**src/rtl/max7219_display_driver.sv**
```systemverilog
// Serial transmitter for a MAX7219 8-digit LED driver: sends a fixed init
// sequence after reset, then one eight-word digit frame per update request.
module max7219_display_driver #(
    parameter int unsigned CLK_DIV    = 2,
    parameter logic [3:0]  INTENSITY  = 4'h8,
    parameter logic [2:0]  SCAN_LIMIT = 3'd7
) (
    input  logic        i_clk,
    input  logic        i_reset,
    input  logic        i_update_stb,
    input  logic [63:0] i_digits,
    output logic        o_busy,
    output logic        o_frame_done,
    output logic        o_serial_dout,
    output logic        o_serial_clk,
    output logic        o_serial_load,
    output logic [1:0]  o_dbg_state
);

    typedef enum logic [1:0] {
        ST_INIT  = 2'd0,
        ST_IDLE  = 2'd1,
        ST_FRAME = 2'd2
    } state_t;

    localparam logic [7:0] DIV_LAST = 8'(CLK_DIV - 1);

    state_t      state, state_next;
    logic [7:0]  div_cnt;
    logic        half;
    logic [4:0]  bit_cnt;
    logic [2:0]  word_idx;
    logic        pending;
    logic [63:0] frame_buf;

    logic        div_tick, word_end, last_word, start_frame, sending;
    logic [15:0] cur_word;
    logic        dout_d, sclk_d, load_d, busy_d, done_d;

    // Request handshake: i_update_stb is a one-cycle request that is never
    // refused. In IDLE it starts a frame at once; otherwise it sets a single
    // pending flag (repeats coalesce). o_busy is low only when IDLE with
    // nothing pending, so an upstream may strobe whenever o_busy is low.
    always_comb begin
        cur_word = 16'h0000;
        case (state)
            ST_INIT: begin
                case (word_idx)
                    3'd0:    cur_word = 16'h0F00;
                    3'd1:    cur_word = 16'h0900;
                    3'd2:    cur_word = {8'h0B, 5'd0, SCAN_LIMIT};
                    3'd3:    cur_word = {8'h0A, 4'd0, INTENSITY};
                    default: cur_word = 16'h0C01;
                endcase
            end
            ST_FRAME: cur_word = {4'h0, {1'b0, word_idx} + 4'd1,
                                  frame_buf[{word_idx, 3'b000} +: 8]};
            default:  cur_word = 16'h0000;
        endcase
    end

    always_comb begin
        div_tick    = (div_cnt == DIV_LAST);
        word_end    = div_tick && half && (bit_cnt == 5'd16);
        last_word   = (state == ST_INIT) ? (word_idx == 3'd4) : (word_idx == 3'd7);
        start_frame = (state == ST_IDLE) && (pending || i_update_stb);
        sending     = (state != ST_IDLE);

        state_next = state;
        case (state)
            ST_INIT:  if (word_end && last_word) state_next = ST_IDLE;
            ST_IDLE:  if (start_frame) state_next = ST_FRAME;
            ST_FRAME: if (word_end && last_word) state_next = ST_IDLE;
            default:  state_next = ST_INIT;
        endcase

        // Slots 0..15 carry bits 15..0; slot 16 is load (first half) then gap.
        dout_d = sending && !bit_cnt[4] && cur_word[~bit_cnt[3:0]];
        sclk_d = sending && !bit_cnt[4] && half;
        load_d = sending && bit_cnt[4] && !half;
        busy_d = sending || pending || i_update_stb;
        done_d = (state == ST_FRAME) && word_end && last_word;
    end

    always_ff @(posedge i_clk or posedge i_reset) begin
        if (i_reset) state <= ST_INIT;
        else         state <= state_next;
    end

    always_ff @(posedge i_clk or posedge i_reset) begin
        if (i_reset) begin
            div_cnt   <= 8'd0;
            half      <= 1'b0;
            bit_cnt   <= 5'd0;
            word_idx  <= 3'd0;
            pending   <= 1'b0;
            frame_buf <= 64'd0;
        end else begin
            if (!sending) begin
                div_cnt  <= 8'd0;
                half     <= 1'b0;
                bit_cnt  <= 5'd0;
                word_idx <= 3'd0;
                if (start_frame) frame_buf <= i_digits;
            end else if (div_tick) begin
                div_cnt <= 8'd0;
                half    <= ~half;
                if (half) begin
                    if (bit_cnt == 5'd16) begin
                        bit_cnt  <= 5'd0;
                        word_idx <= last_word ? 3'd0 : word_idx + 3'd1;
                    end else begin
                        bit_cnt <= bit_cnt + 5'd1;
                    end
                end
            end else begin
                div_cnt <= div_cnt + 8'd1;
            end

            if (start_frame)       pending <= 1'b0;
            else if (i_update_stb) pending <= 1'b1;
        end
    end

    // Registered outputs so reset forces every pin low without a load edge.
    always_ff @(posedge i_clk or posedge i_reset) begin
        if (i_reset) begin
            o_busy        <= 1'b0;
            o_frame_done  <= 1'b0;
            o_serial_dout <= 1'b0;
            o_serial_clk  <= 1'b0;
            o_serial_load <= 1'b0;
        end else begin
            o_busy        <= busy_d;
            o_frame_done  <= done_d;
            o_serial_dout <= dout_d;
            o_serial_clk  <= sclk_d;
            o_serial_load <= load_d;
        end
    end

    assign o_dbg_state = state;

endmodule

```
**config.mk**
```make
export PLATFORM = sky130hd
export DESIGN_NAME = max7219_display_driver
export DESIGN_NICKNAME = d
export VERILOG_FILES = /design/src/rtl/max7219_display_driver.sv
export SDC_FILE = /design/constraint.sdc
export NUM_CORES = 1
export LEC_CHECK = 0
export CAP_MARGIN = 30
export CORE_ASPECT_RATIO = 0.9
export CORE_MARGIN = 3
export CORE_UTILIZATION = 53
export DETAILED_ROUTE_END_ITERATION = 10
export PLACE_DENSITY = 0.78
export SLEW_MARGIN = 20
export SYNTH_ARGS = -nofsm -noshare
export SYNTH_HDL_FRONTEND = slang
export SYNTH_SLANG_ARGS = --single-unit
```
**constraint.sdc**
```tcl
create_clock -name i_clk -period 3.3 [get_ports i_clk]
set_clock_uncertainty 0.2 [all_clocks]
set_input_delay 0.33 -clock i_clk [delete_from_list [all_inputs] [get_ports i_clk]]
set_output_delay 0.33 -clock i_clk [all_outputs]
set_load 0.02 [all_outputs]
```
* After elaboration in Yosys (flattened, before gate mapping)
Cells that the tools add are included.
** Storage, ports and cells
- Register bits :: 89
- Output and inout bits :: 7
- Logic and storage cells :: 83
** Cells by class
- Add/sub/neg operators :: 4
- $lt $le $gt $ge :: 1
- Equal/unequal tests :: 15
- Shift operators :: 1
- Mux-type cells :: 23
- Bitwise logic cells :: 3
- Reduce and logical (&&, ||, !) cells :: 24
** Operators with widths (count)
- $shiftx A64 B7 Y8 :: 1
- $pmux W11 S4 :: 1
- $pmux W16 S2 :: 1
- $mux W5 :: 4
- $mux W8 :: 2
- $mux W3 :: 5
- $logic_and A1 B1 Y1 :: 11
- $add A8 B1 Y8 const B :: 1
- $eq A8 B1 Y1 const B :: 1
- $eq A3 B2 Y1 const B :: 2
- $eq A3 B3 Y1 const B :: 2
- $mux W1 :: 6
- $ne A2 B1 Y1 const B :: 3
- $ne A2 B2 Y1 const B :: 3
- $reduce_and A2 Y1 :: 3
- $add A5 B1 Y5 const B :: 1
- $eq A5 B5 Y1 const B :: 1
- $lt A4 B5 Y1 const B :: 1
- $add A3 B1 Y4 const B :: 1
- $bmux W1 S4 :: 1
- $mux W2 :: 2
- $not A4 Y4 :: 1
- $pmux W2 S2 :: 1
- $add A3 B1 Y3 const B :: 1
- other kinds (11) :: 15

* Logic depth before layout (Yosys ltp)
Gate-level depths: netlist of run 1.
- Depth after elaboration :: 7
- Gate-level depth with buffers :: 11
- Depth with buffers taken out :: 8

* Worst setup path after synthesis of run 1
Ideal clock, no wire load.
- Path kind :: register -> register
- Start point :: register word_idx[0]
- End point :: register o_serial_dout
- Setup time :: 0.111 ns
- Arrival :: 2.242 ns
- Data required time :: 2.989 ns
- Slack :: 0.747 ns
- Cell stages (with the launch flop) :: 11
- Cell sequence :: dfrtp_1 buf_6 clkbuf_1 inv_1 ha_1 nor3_1 o21ai_0 o211ai_1 nand2_1 a211o_1 a2111oi_2
** On the way
- Cells in the longest elaborated chain, start to end :: 6
** Ends and longest elaborated chain
- from (decl) :: RTL line 32 : logic [2:0] word_idx;
- from (signal assigned) :: RTL line 111 : word_idx <= last_word ? 3'd0 : word_idx + 3'd1;
- branches (longest 2 deep; another with $shiftx A64 B7 Y8)
- $pmux W16 S2 * :: RTL line 46 : case (state)
- $bmux W1 S4 * :: RTL line 78 : dout_d = sending && !bit_cnt[4] && cur_word[~bit_cnt[3:0]];
- $mux W1 (implied by the code) * :: RTL line 78
- $logic_and A1 B1 Y1 * :: RTL line 78
- named net dout_d :: RTL line 38 : logic dout_d, sclk_d, load_d, busy_d, done_d;
- to (signal assigned) :: RTL line 136 : o_serial_dout <= dout_d;
- to (decl) :: RTL line 14 : output logic o_serial_dout,
Mark *: on every way through the listed nets, which the timed path passes. The select of a mux whose other input is x is not followed.
A chain may end at the register's enable or synchronous reset.

* Worst setup path after layout of run 1
- Start point :: register word_idx[1]
- End point :: register o_serial_dout
Same word-level chain as after synthesis.

==> run_results.csv, run 1 <==
group,metric,value,unit
yosys,synth_cells,351,
floorplanning,die-area,0.009489,sq mm
worst_hold_path,hold_class,"in -> async",
routing,wl_per_cell,18.06,um
place,gp_congestion,0.9674,
yosys,synth_edf_count,0,
routing,dr.pass1.iters,4,
routing,ant_nets,0,
floorplanning,ios,74,
setup_path,critical_path.max_stage_delay,0.42,ns
floorplanning,core_area,0.007807,sq mm
layout,drive_gt1_share,26.53,%
timing,drv_slew,0,
yosys,ys_ff_latch,89,
timing,whs,0.07357,ns
yosys,synth.largest_area_cell,"dfrtp_1",
floorplanning,floorplan.rows,30,
yosys,avgSynthCellArea,12.62,sq um
setup_path,cp.arrival,2.53,ns
timing,setup_viol,0,
timing,finalCritPeriodShare,75.27,%
routing,wirelength,9429,um
layout,layout.nets,497,
routing,first_iter_violations,193,
grt,overflow,0,
pwr,p_per_area,388.6,mW/mm^2
setup_path,rr_worst_depth,8,
timing,period_minus_slack,2.484,ns
setup_path,crit_chain,"buf_4 > ha_1 > nor3_1 > o21ai_0 > o211ai_1 > nand2_1 > a211o_1 > a2111oi_2",
timing,tightest_slew,0.6496,ns
yosys,yosys_warnings,0,
grt,grt_pass1_vias,3125,
setup_path,r2r-start,"word_idx[1]$_DFFE_PP0P_",
yosys,syn-cell-area,0.004428,sq mm
yosys,ys_types,51,
yosys,synthArstFlopShare,100.0,%
pwr,finalPower,2.103,mW
setup_path,crit_required,3.35,ns
clocking,numCtsBuffers,9,
clocking,cts_max_level,3,
setup_path,regToRegEndpoint,"o_serial_dout$_DFF_PP0_",
routing,drc,0,
timing,tns,0,ns
flow_run,maxCapViolCount,0,
setup_path,crit_path_start_kind,"register",
yosys,synth_top_area_share,50.30,%
clocking,ctsResizeCount,0,
clocking,clk_path_buf_depth,2,
grt,antenna_found_initial,0,
timing,hold_viol,0,
setup_path,regToRegSetupSlack,0.82,ns
clocking,insertion_delay,0.36,ns
setup_path,critPathMaxFanout,18,
place,io_buffers,73,
place,dp_hpwl,6881,um
floorplanning,dieHeight,92.72,um
layout,n_antenna_cell,0,
grt,grt_max_degree,68,
yosys,synthTopCellsByCount,"dfrtp_1 (89), mux2_2 (74), nor2_1 (22), nand2_1 (20), buf_2 (10)",
routing,drt-vias-per-instance,5.707,
timing,rsz0062_at_grt,"false",
grt,grt_pass1_wl,15720,um
setup_path,critPathSlowestCell,"dfrtp_1",
yosys,yosys_most_used_dff,"dfrtp_1",
clocking,cts_hold_buffers,0,
clocking,clockRootBuffer,"clkbuf_8",
yosys,yosysMostFrequentCell,"dfrtp_1",
clocking,clk_pin_slew,0.10,ns
status,status,"finished clean",
setup_path,end_kind,"register",
clocking,cts_tree,"done",
clocking,cts.sinks,89,
timing,slew_headroom,55.57,%
floorplanning,die_w,102.4,um
timing,fmax,402.6,MHz
pwr,leakagePower,2.305,nW
setup_path,critPathKind,"reg -> reg",
clocking,post_cts_buffers,0,
yosys,seq_area_frac_synth,50.30,%
yosys,synthTopCellsByArea,"dfrtp_1 (50%), mux2_2 (19%), ha_1 (2.5%), mux4_1 (2.4%), mux4_2 (2.0%)",
floorplanning,start_util,56.71,%
routing,vias,2979,
yosys,synthesis.nets,427,
pwr,ir_drop,0.0002620,V
layout,area_growth_syn_to_layout,22.21,%
grt,track_usage,21.43,%
[cell usage in the layout, fill, tap and decap left out, types with 8 or more instances in the layout]
master | Yosys | final
clkbuf_8 | 1 | 9
dfrtp_1 | 89 | 89
mux2_2 | 74 | 74
clkdlybuf4s50_1 | 0 | 73
nand2_1 | 20 | 20
ha_1 | 9 | 9
inv_1 | 9 | 8
nor2_1 | 22 | 21
[flip-flops by register name, indices dropped and copies added, names as in the netlist, 2 cells and up]
signal       count
div_cnt          8
word_idx         3
bit_cnt          5
frame_buf       64
o_dbg_state      2
[kinds of logic (layout without fill, tap and decap cells)]
group                      count (synthesis)  count (layout)  synth area share [%]
muxes                                     84              84                 23.68
buffers and inverters                     31             106                 4.323
DFF                                       89              89                 50.30
and+or+nand+nor                           87              87                 10.43
xor gates and xnor gates                   9               9                 1.780
AOI/OAI and AO/OA                         42              42                 6.951
adders and majority gates                  9               9                 2.543
[stage by stage]
stage          instance area [sq um]  worst slack [ns]  utilization (%)  cells
2_1_floorplan                   4428            0.4631                -    351
3_3_place_gp                    5202            0.9066            66.63    506
3_5_place_dp                    5202            0.8445            66.63    506
4_1_cts                         5411            0.8167            69.31    522
5_1_grt                         5411            0.6315            69.31    522
6_report                        5411            0.8161            69.31    522
[where the power goes]
part / switching, mW / leakage (nW) / internal, mW
Combinational: 0.0529 / 1.06 / 0.113
Clock: 0.420 / 0.100 / 0.366
Sequential: 0.0208 / 1.15 / 1.13
[layout make-up]
cell class                      count  area, sq um
Clock buffer                        9        123.9
Clock inverter                      7        85.08
Fill cell                         573         2396
Inverter                            9        35.03
Multi-Input combinational cell    231         2017
Sequential cell                    89         2227
Tap cell                           96        120.1
Timing Repair Buffer               81        803.3
[worst max-delay path: cells and delay by family (launching register included)]
family	cells	cell delay (ns)
AO/OA/AOI/OAI	4	0.91
adder cells (fa/ha/maj)	1	0.25
buffers and inverters	1	0.23
flip-flops	1	0.42
AND/OR/NAND/NOR	2	0.35
[worst max-delay path by stage]
stage	endpoint	slack, ns	cells after the start	startpoint
global placement	o_serial_dout$_DFF_PP0_	0.91	9	word_idx[0]$_DFFE_PP0P_
global route	o_serial_dout$_DFF_PP0_	0.63	9	word_idx[0]$_DFFE_PP0P_
CTS	o_serial_dout$_DFF_PP0_	0.82	8	word_idx[1]$_DFFE_PP0P_
floorplan	bit_cnt[0]$_DFFE_PP0P_	0.46	1	i_reset
finish	o_serial_dout$_DFF_PP0_	0.82	8	word_idx[1]$_DFFE_PP0P_
detailed placement	o_serial_dout$_DFF_PP0_	0.84	8	word_idx[1]$_DFFE_PP0P_
[layer usage]
layer / vias to the layer above / GRT usage, % / part of all wire (%)
met5: - / 0 / 0
met4: 0 / 6.885 / 1.3
met3: 10 / 4.443 / 5.9
met2: 85 / 33.17 / 47
met1: 1474 / 30.25 / 46
li1: 1410 / - / -
No activity file was read; power rests on OpenSTA's default activity.
==> run 2, diff against run 1 <==
--- a/config.mk
+++ b/config.mk
@@ -8,9 +8,9 @@
 export CAP_MARGIN = 30
 export CORE_ASPECT_RATIO = 0.9
 export CORE_MARGIN = 3
-export CORE_UTILIZATION = 53
+export CORE_UTILIZATION = 48
 export DETAILED_ROUTE_END_ITERATION = 10
-export PLACE_DENSITY = 0.78
+export PLACE_DENSITY = 0.74
 export SLEW_MARGIN = 20
 export SYNTH_ARGS = -nofsm -noshare
 export SYNTH_HDL_FRONTEND = slang
==> constraint.sdc (replaced) <==
create_clock -name i_clk -period 2.2 [get_ports i_clk]
set_clock_uncertainty 0.2 [all_clocks]
set_input_delay 0.22 -clock i_clk [delete_from_list [all_inputs] [get_ports i_clk]]
set_output_delay 0.22 -clock i_clk [all_outputs]
set_load 0.02 [all_outputs]
==> run 2 against run 1 <==
  * The flow now finishes with violations (setup timing)
  * Critical path depth up 2
  * Largest cell class unchanged
  * Largest power group unchanged
  * Sequential share of layout area down 2.3 points
  * Cell count up 11%
  * Final area up 6.0%
  * Fmax up 6.3%
  * Worst hold slack better by 0.065 ns
  * Register-to-register slack worse by 0.95 ns
  * Utilization down 3.9 points
  * First-iteration DRC count down 4.7%
==> run_results.csv, run 2 (synthesized netlist as in run 1, its figures left out) <==
group,metric,value,unit
timing,worst_slack,-0.1376,ns
layout,final_common_cell,"dfrtp_1",
floorplanning,ios,74,
setup_path,critical_path_buf_inv_count,2,
grt,antenna_found_initial,0,
setup_path,critPathSlowestCell,"dfrtp_1",
floorplanning,die_w,107.2,um
clocking,clk_path_buf_depth,2,
pwr,clkPwrFrac,36.7,%
clocking,cts_hold_buffers,0,
clocking,cts_max_level,3,
routing,vias,3134,
layout,multi_input_area,0.002046,sq mm
setup_path,crit_required,2.25,ns
pwr,power.switching,689.7,uW
floorplanning,start_util,50.50,%
pwr,combPwrFrac,8.0,%
timing,finalCritPeriodShare,106.3,%
setup_path,cpLargestDelayFamily,"compound AO/OA/AOI/OAI gates",
layout,layout.nets,529,
setup_path,critPathMaxFanout,23,
setup_path,crit_path_start_kind,"register",
grt,grt_pass1_vias,3232,
timing,whs,0.1386,ns
clocking,cts_tree,"done",
layout,largest_reg_flops,64,
status,status,"complete, but fails checks",
place,dp_hpwl,7138,um
setup_path,worstSetupPathDepth,10,
pwr,leakagePower,2.459,nW
setup_path,critPathKind,"reg -> reg",
floorplanning,die-area,0.01042,sq mm
routing,dr.pass1.iters,4,
timing,rsz0062_at_grt,"true",
layout,register_area,0.002228,sq mm
setup_path,rr_worst_depth,10,
layout,drive_gt1_share,33.19,%
pwr,sequentialPowerShare,55.3,%
setup_path,critical_path.max_stage_delay,0.39,ns
place,gp_congestion,0.9074,
pwr,cellInternalPower,2.431,mW
pwr,p_per_area,543.9,mW/mm^2
routing,first_iter_violations,184,
timing,fmax,427.8,MHz
pwr,swShare,22.10,%
layout,utilization,65.43,%
setup_path,cp.arrival,2.39,ns
status,failed_checks,"setup timing",
timing,tns,-0.2016,ns
clocking,clk_pin_slew,0.09,ns
layout,area_growth_syn_to_layout,29.56,%
layout,n_antenna_cell,0,
clocking,numCtsBuffers,9,
pwr,finalPower,3.120,mW
layout,layout_common_cells,"dfrtp_1 (88), mux2_2 (74), clkdlybuf4s50_1 (73)",
routing,drc,0,
routing,drt-vias-per-instance,5.432,
routing,ant_nets,0,
grt,grt_pass1_wl,16390,um
clocking,cts.sinks,89,
floorplanning,floorplan.rows,32,
setup_path,critPathMostFrequentCell,"ha_1",
grt,track_usage,19.95,%
flow_run,maxCapViolCount,0,
pwr,ir_drop,0.0004085,V
timing,hold_viol,0,
grt,grt_max_degree,90,
timing,slew_headroom,69.05,%
clocking,clockRootBuffer,"clkbuf_8",
grt,overflow,0,
timing,drv_slew,0,
layout,reg_top3,"frame_buf (64), div_cnt (8), bit_cnt (5)",
timing,period_minus_slack,2.338,ns
routing,wirelength,9757,um
floorplanning,core_area,0.008768,sq mm
layout,fillers,687,
place,dp_slack,-0.1481,ns
floorplanning,dieHeight,97.12,um
worst_hold_path,hold_class,"in -> async",
timing,setup_viol,3,
timing,tightest_slew,0.4632,ns
place,io_buffers,73,
routing,wl_per_cell,16.91,um
layout,regMostFlops,"frame_buf",
setup_path,crit_chain,"buf_12 > ha_1 > ha_1 > buf_4 > nor2_1 > a221oi_1 > o32ai_1 > a32oi_1 > a21oi_1 > a2111oi_4",
setup_path,end_kind,"register",
clocking,insertion_delay,0.35,ns
-- run 2: cell count changes in the layout (fill, tap and decap cells not counted), sizes merged --
cell,delta
clkinv,-1
buf,+32
inv,-2
clkinvlp,+1
clkbuf,+2
-- run 2: metrics by stage --
step | area, sq um | instances
2_1_floorplan | 4453 | 351
3_3_place_gp | 5492 | 559
3_5_place_dp | 5492 | 559
4_1_cts | 5700 | 576
5_1_grt | 5737 | 577
6_report | 5737 | 577
-- run 2: tightest hold or removal path, cell delays in order --
cell	delay, ns
clkdlybuf4s50_1	0.44
clkinvlp_4	0.10
buf_12	0.36
-- run 2: path summary, 6_finish.rpt --
path | startpoint | endpoint | slack [ns]
worst min-delay path | i_reset | frame_buf[48]$_DFFE_PP0P_ | 0.14
worst max-delay path | word_idx[1]$_DFFE_PP0P_ | o_serial_dout$_DFF_PP0_ | -0.14
min in group i_clk | i_digits[63] | frame_buf[63]$_DFFE_PP0P_ | 0.27
worst max register to register | word_idx[1]$_DFFE_PP0P_ | o_serial_dout$_DFF_PP0_ | -0.14
worst min register to register | frame_buf[4]$_DFFE_PP0P_ | frame_buf[4]$_DFFE_PP0P_ | 0.31
max in group asynchronous | i_reset | word_idx[0]$_DFFE_PP0P_ | 1.29
-- run 2: layout make-up --
cell class / count / share of cell area [%]
Sequential cell: 89 / 38.84
Multi-Input combinational cell: 231 / 35.66
Tap cell: 119 / 2.595
Timing Repair Buffer: 113 / 18.69
Inverter: 9 / 0.6543
Clock buffer: 11 / 2.465
Clock inverter: 5 / 1.091
-- run 2: repair_timing --
item	CTS	global route
pin swaps	0	2
buffers inserted	1	1
resized for setup	4	6
endpoints found under the hold margin	0	0
endpoints found under the setup margin	2	9
-- run 2: per-layer routing --
layer  GRT usage (%)  share of wire (%)  vias up
met5               0                  0        -
met4           5.998               0.97        0
met3           3.787                4.7        9
met2           30.98                 48       72
met1           28.53                 46     1563
li1                -                  -     1490
-- run 2: power groups by stage --
stage,clock network (mW),logic (mW),registers (mW)
finish,1.15,0.249,1.73
global route,1.25,0.271,1.73
CTS,1.18,0.254,1.73
detailed placement,0,0.252,1.76
global placement,0,0.248,1.76
floorplan,0,0.104,1.74
==> run 3, diff against run 2 <==
--- a/config.mk
+++ b/config.mk
@@ -6,11 +6,13 @@
 export NUM_CORES = 1
 export LEC_CHECK = 0
 export CAP_MARGIN = 30
+export CELL_PAD_IN_SITES_DETAIL_PLACEMENT = 1
+export CELL_PAD_IN_SITES_GLOBAL_PLACEMENT = 1
 export CORE_ASPECT_RATIO = 0.9
 export CORE_MARGIN = 3
-export CORE_UTILIZATION = 48
+export CORE_UTILIZATION = 39
 export DETAILED_ROUTE_END_ITERATION = 10
-export PLACE_DENSITY = 0.74
+export PLACE_DENSITY = 0.75
 export SLEW_MARGIN = 20
 export SYNTH_ARGS = -nofsm -noshare
 export SYNTH_HDL_FRONTEND = slang
==> run 3 against run 2 <==
  * The run still ends with setup timing left
  * Fmax is 5.9% lower
  * Cell count is 7.8% higher
  * Die area is 22% higher
  * Critical endpoint unchanged
==> run_results.csv, run 3 (synthesized netlist as in run 1, its figures left out) <==
group,metric,value,unit
flow_run,maxCapViolCount,0,
place,dp_hpwl,8205,um
floorplanning,ios,74,
worst_hold_path,hold_class,"in -> async",
layout,drive_gt1_share,38.72,%
pwr,leakagePower,2.615,nW
setup_path,cp.arrival,2.53,ns
floorplanning,die_w,118.3,um
layout,stdcell_area,0.006178,sq mm
grt,antenna_found_initial,0,
clocking,cts.sinks,89,
layout,reg_top3,"frame_buf (64), div_cnt (8), bit_cnt (5)",
status,status,"complete, but fails checks",
pwr,finalPower,3.755,mW
setup_path,critical_path.max_stage_delay,0.40,ns
clocking,numCtsBuffers,9,
timing,period_minus_slack,2.485,ns
setup_path,end_kind,"register",
setup_path,crit_required,2.24,ns
clocking,insertion_delay,0.35,ns
clocking,clk_path_buf_depth,2,
timing,fmax,402.4,MHz
grt,grt_pass1_wl,18730,um
layout,fillers,1117,
layout,largest_reg_flops,64,
floorplanning,core_area,0.01095,sq mm
setup_path,crit_path_start_kind,"register",
setup_path,critPathSlowestCell,"dfrtp_1",
layout,regMostFlops,"frame_buf",
place,place_area,0.005548,sq mm
routing,first_iter_violations,191,
clocking,clockRootBuffer,"clkbuf_16",
timing,slew_headroom,60.86,%
layout,multi_input_area,0.002187,sq mm
setup_path,critical_path_buf_inv_count,3,
timing,tightest_slew,0.5723,ns
setup_path,rr_worst_depth,9,
grt,grt_pass1_vias,3549,
routing,wirelength,12400,um
clocking,cts_hold_buffers,0,
routing,drt-vias-per-instance,5.257,
timing,setup_viol,4,
pwr,p_per_area,607.8,mW/mm^2
place,gp_congestion,0.8270,
timing,hold_viol,0,
timing,worst_slack,-0.2853,ns
timing,rsz0062_at_grt,"true",
routing,drc,0,
setup_path,critPathKind,"reg -> reg",
floorplanning,dieHeight,107.1,um
layout,n_antenna_cell,0,
routing,dr.pass1.iters,4,
grt,grt_max_degree,90,
layout,layout.nets,542,
setup_path,regToRegEndpoint,"o_serial_dout$_DFF_PP0_",
setup_path,critPathMaxFanout,7,
routing,ant_nets,0,
floorplanning,floorplan.rows,36,
timing,drv_slew,0,
floorplanning,start_util,40.45,%
setup_path,r2r-start,"word_idx[1]$_DFFE_PP0P_",
floorplanning,die-area,0.01267,sq mm
layout,final_common_cell,"dfrtp_1",
setup_path,regToRegSetupSlack,-0.29,ns
place,io_buffers,73,
routing,wl_per_cell,19.94,um
routing,vias,3270,
layout,area_growth_syn_to_layout,39.53,%
clocking,clk_pin_slew,0.07,ns
layout,layout_common_cells,"dfrtp_1 (87), mux2_2 (74), clkdlybuf4s50_1 (73)",
layout,register_area,0.002230,sq mm
pwr,ir_drop,0.0004043,V
clocking,cts_tree,"done",
clocking,cts_max_level,3,
grt,track_usage,18.96,%
status,failed_checks,"setup timing",
setup_path,crit_chain,"buf_6 > buf_4 > buf_4 > nor2b_2 > a211oi_1 > nor4_1 > a2111oi_0 > a211o_1 > a2111oi_2",
setup_path,cpLargestDelayFamily,"compound AO/OA/AOI/OAI gates",
grt,overflow,0,
timing,finalCritPeriodShare,113.0,%
setup_path,critPathMostFrequentCell,"buf_4",
-- run 3: how the worst max path moves through the flow --
stage                                  from                      end  slack (ns)  cells after the start
CTS                    div_cnt[1]$_DFF_PP0_   bit_cnt[3]$_DFFE_PP0P_       -0.10                      8
finish              word_idx[1]$_DFFE_PP0P_  o_serial_dout$_DFF_PP0_       -0.29                      9
global placement    word_idx[0]$_DFFE_PP0P_  o_serial_dout$_DFF_PP0_       -0.08                      7
global route        word_idx[1]$_DFFE_PP0P_  o_serial_dout$_DFF_PP0_       -0.33                      9
detailed placement  word_idx[0]$_DFFE_PP0P_  o_serial_dout$_DFF_PP0_       -0.12                      8
floorplan           word_idx[1]$_DFFE_PP0P_  o_serial_dout$_DFF_PP0_       -0.08                     11
-- run 3: final cells by class --
class,count,area share [%]
multi-input combinational,231,35.40
sequential,89,36.09
clock inverter,6,1.863
clock buffer,9,3.645
timing repair buffer,126,19.32
tap,152,3.078
inverter,9,0.6075
-- run 3: routing by layer --
layer / track usage, % / vias up / share of wire (%)
met5: 0 / - / 0
met2: 31.50 / 85 / 50
met4: 6.025 / 0 / 1.9
li1: - / 1499 / -
met1: 24.17 / 1668 / 43
met3: 5.222 / 18 / 4.7
-- run 3: power by group --
group / internal, mW / switching, mW
clock: 1.11 / 0.654
combinational: 0.174 / 0.0858
sequential: 1.70 / 0.0353
-- run 3: repair_timing --
action	4_1_cts	5_1_grt
endpoints found under the setup margin	5	20
gates resized for setup	7	35
setup buffers	3	10
gates cloned	0	0
pin swaps	5	16
-- run 3: worst register-to-register path, cell delays in order (launching register included) --
cell       delay [ns]
dfrtp_1          0.40
buf_6            0.14
buf_4            0.15
buf_4            0.18
nor2b_2          0.12
a211oi_1         0.07
nor4_1           0.31
a2111oi_0        0.15
a211o_1          0.31
a2111oi_2        0.36
-- run 3: stage by stage --
stage / worst slack [ns] / utilization, % / TNS [ns] / cells / hold slack [ns]
floorplan: -0.08405 / - / -0.1065 / 351 / 0.1680
global route: -0.3332 / 56.45 / -1.037 / 622 / 0.2134
CTS: -0.1039 / 54.21 / -0.5223 / 612 / 0.1996
detailed placement: -0.1194 / 50.69 / -0.2997 / 594 / 0.2894
finish: -0.2853 / 56.45 / -0.4329 / 622 / 0.1769
global placement: -0.07921 / 50.69 / -0.08049 / 594 / 0.2825
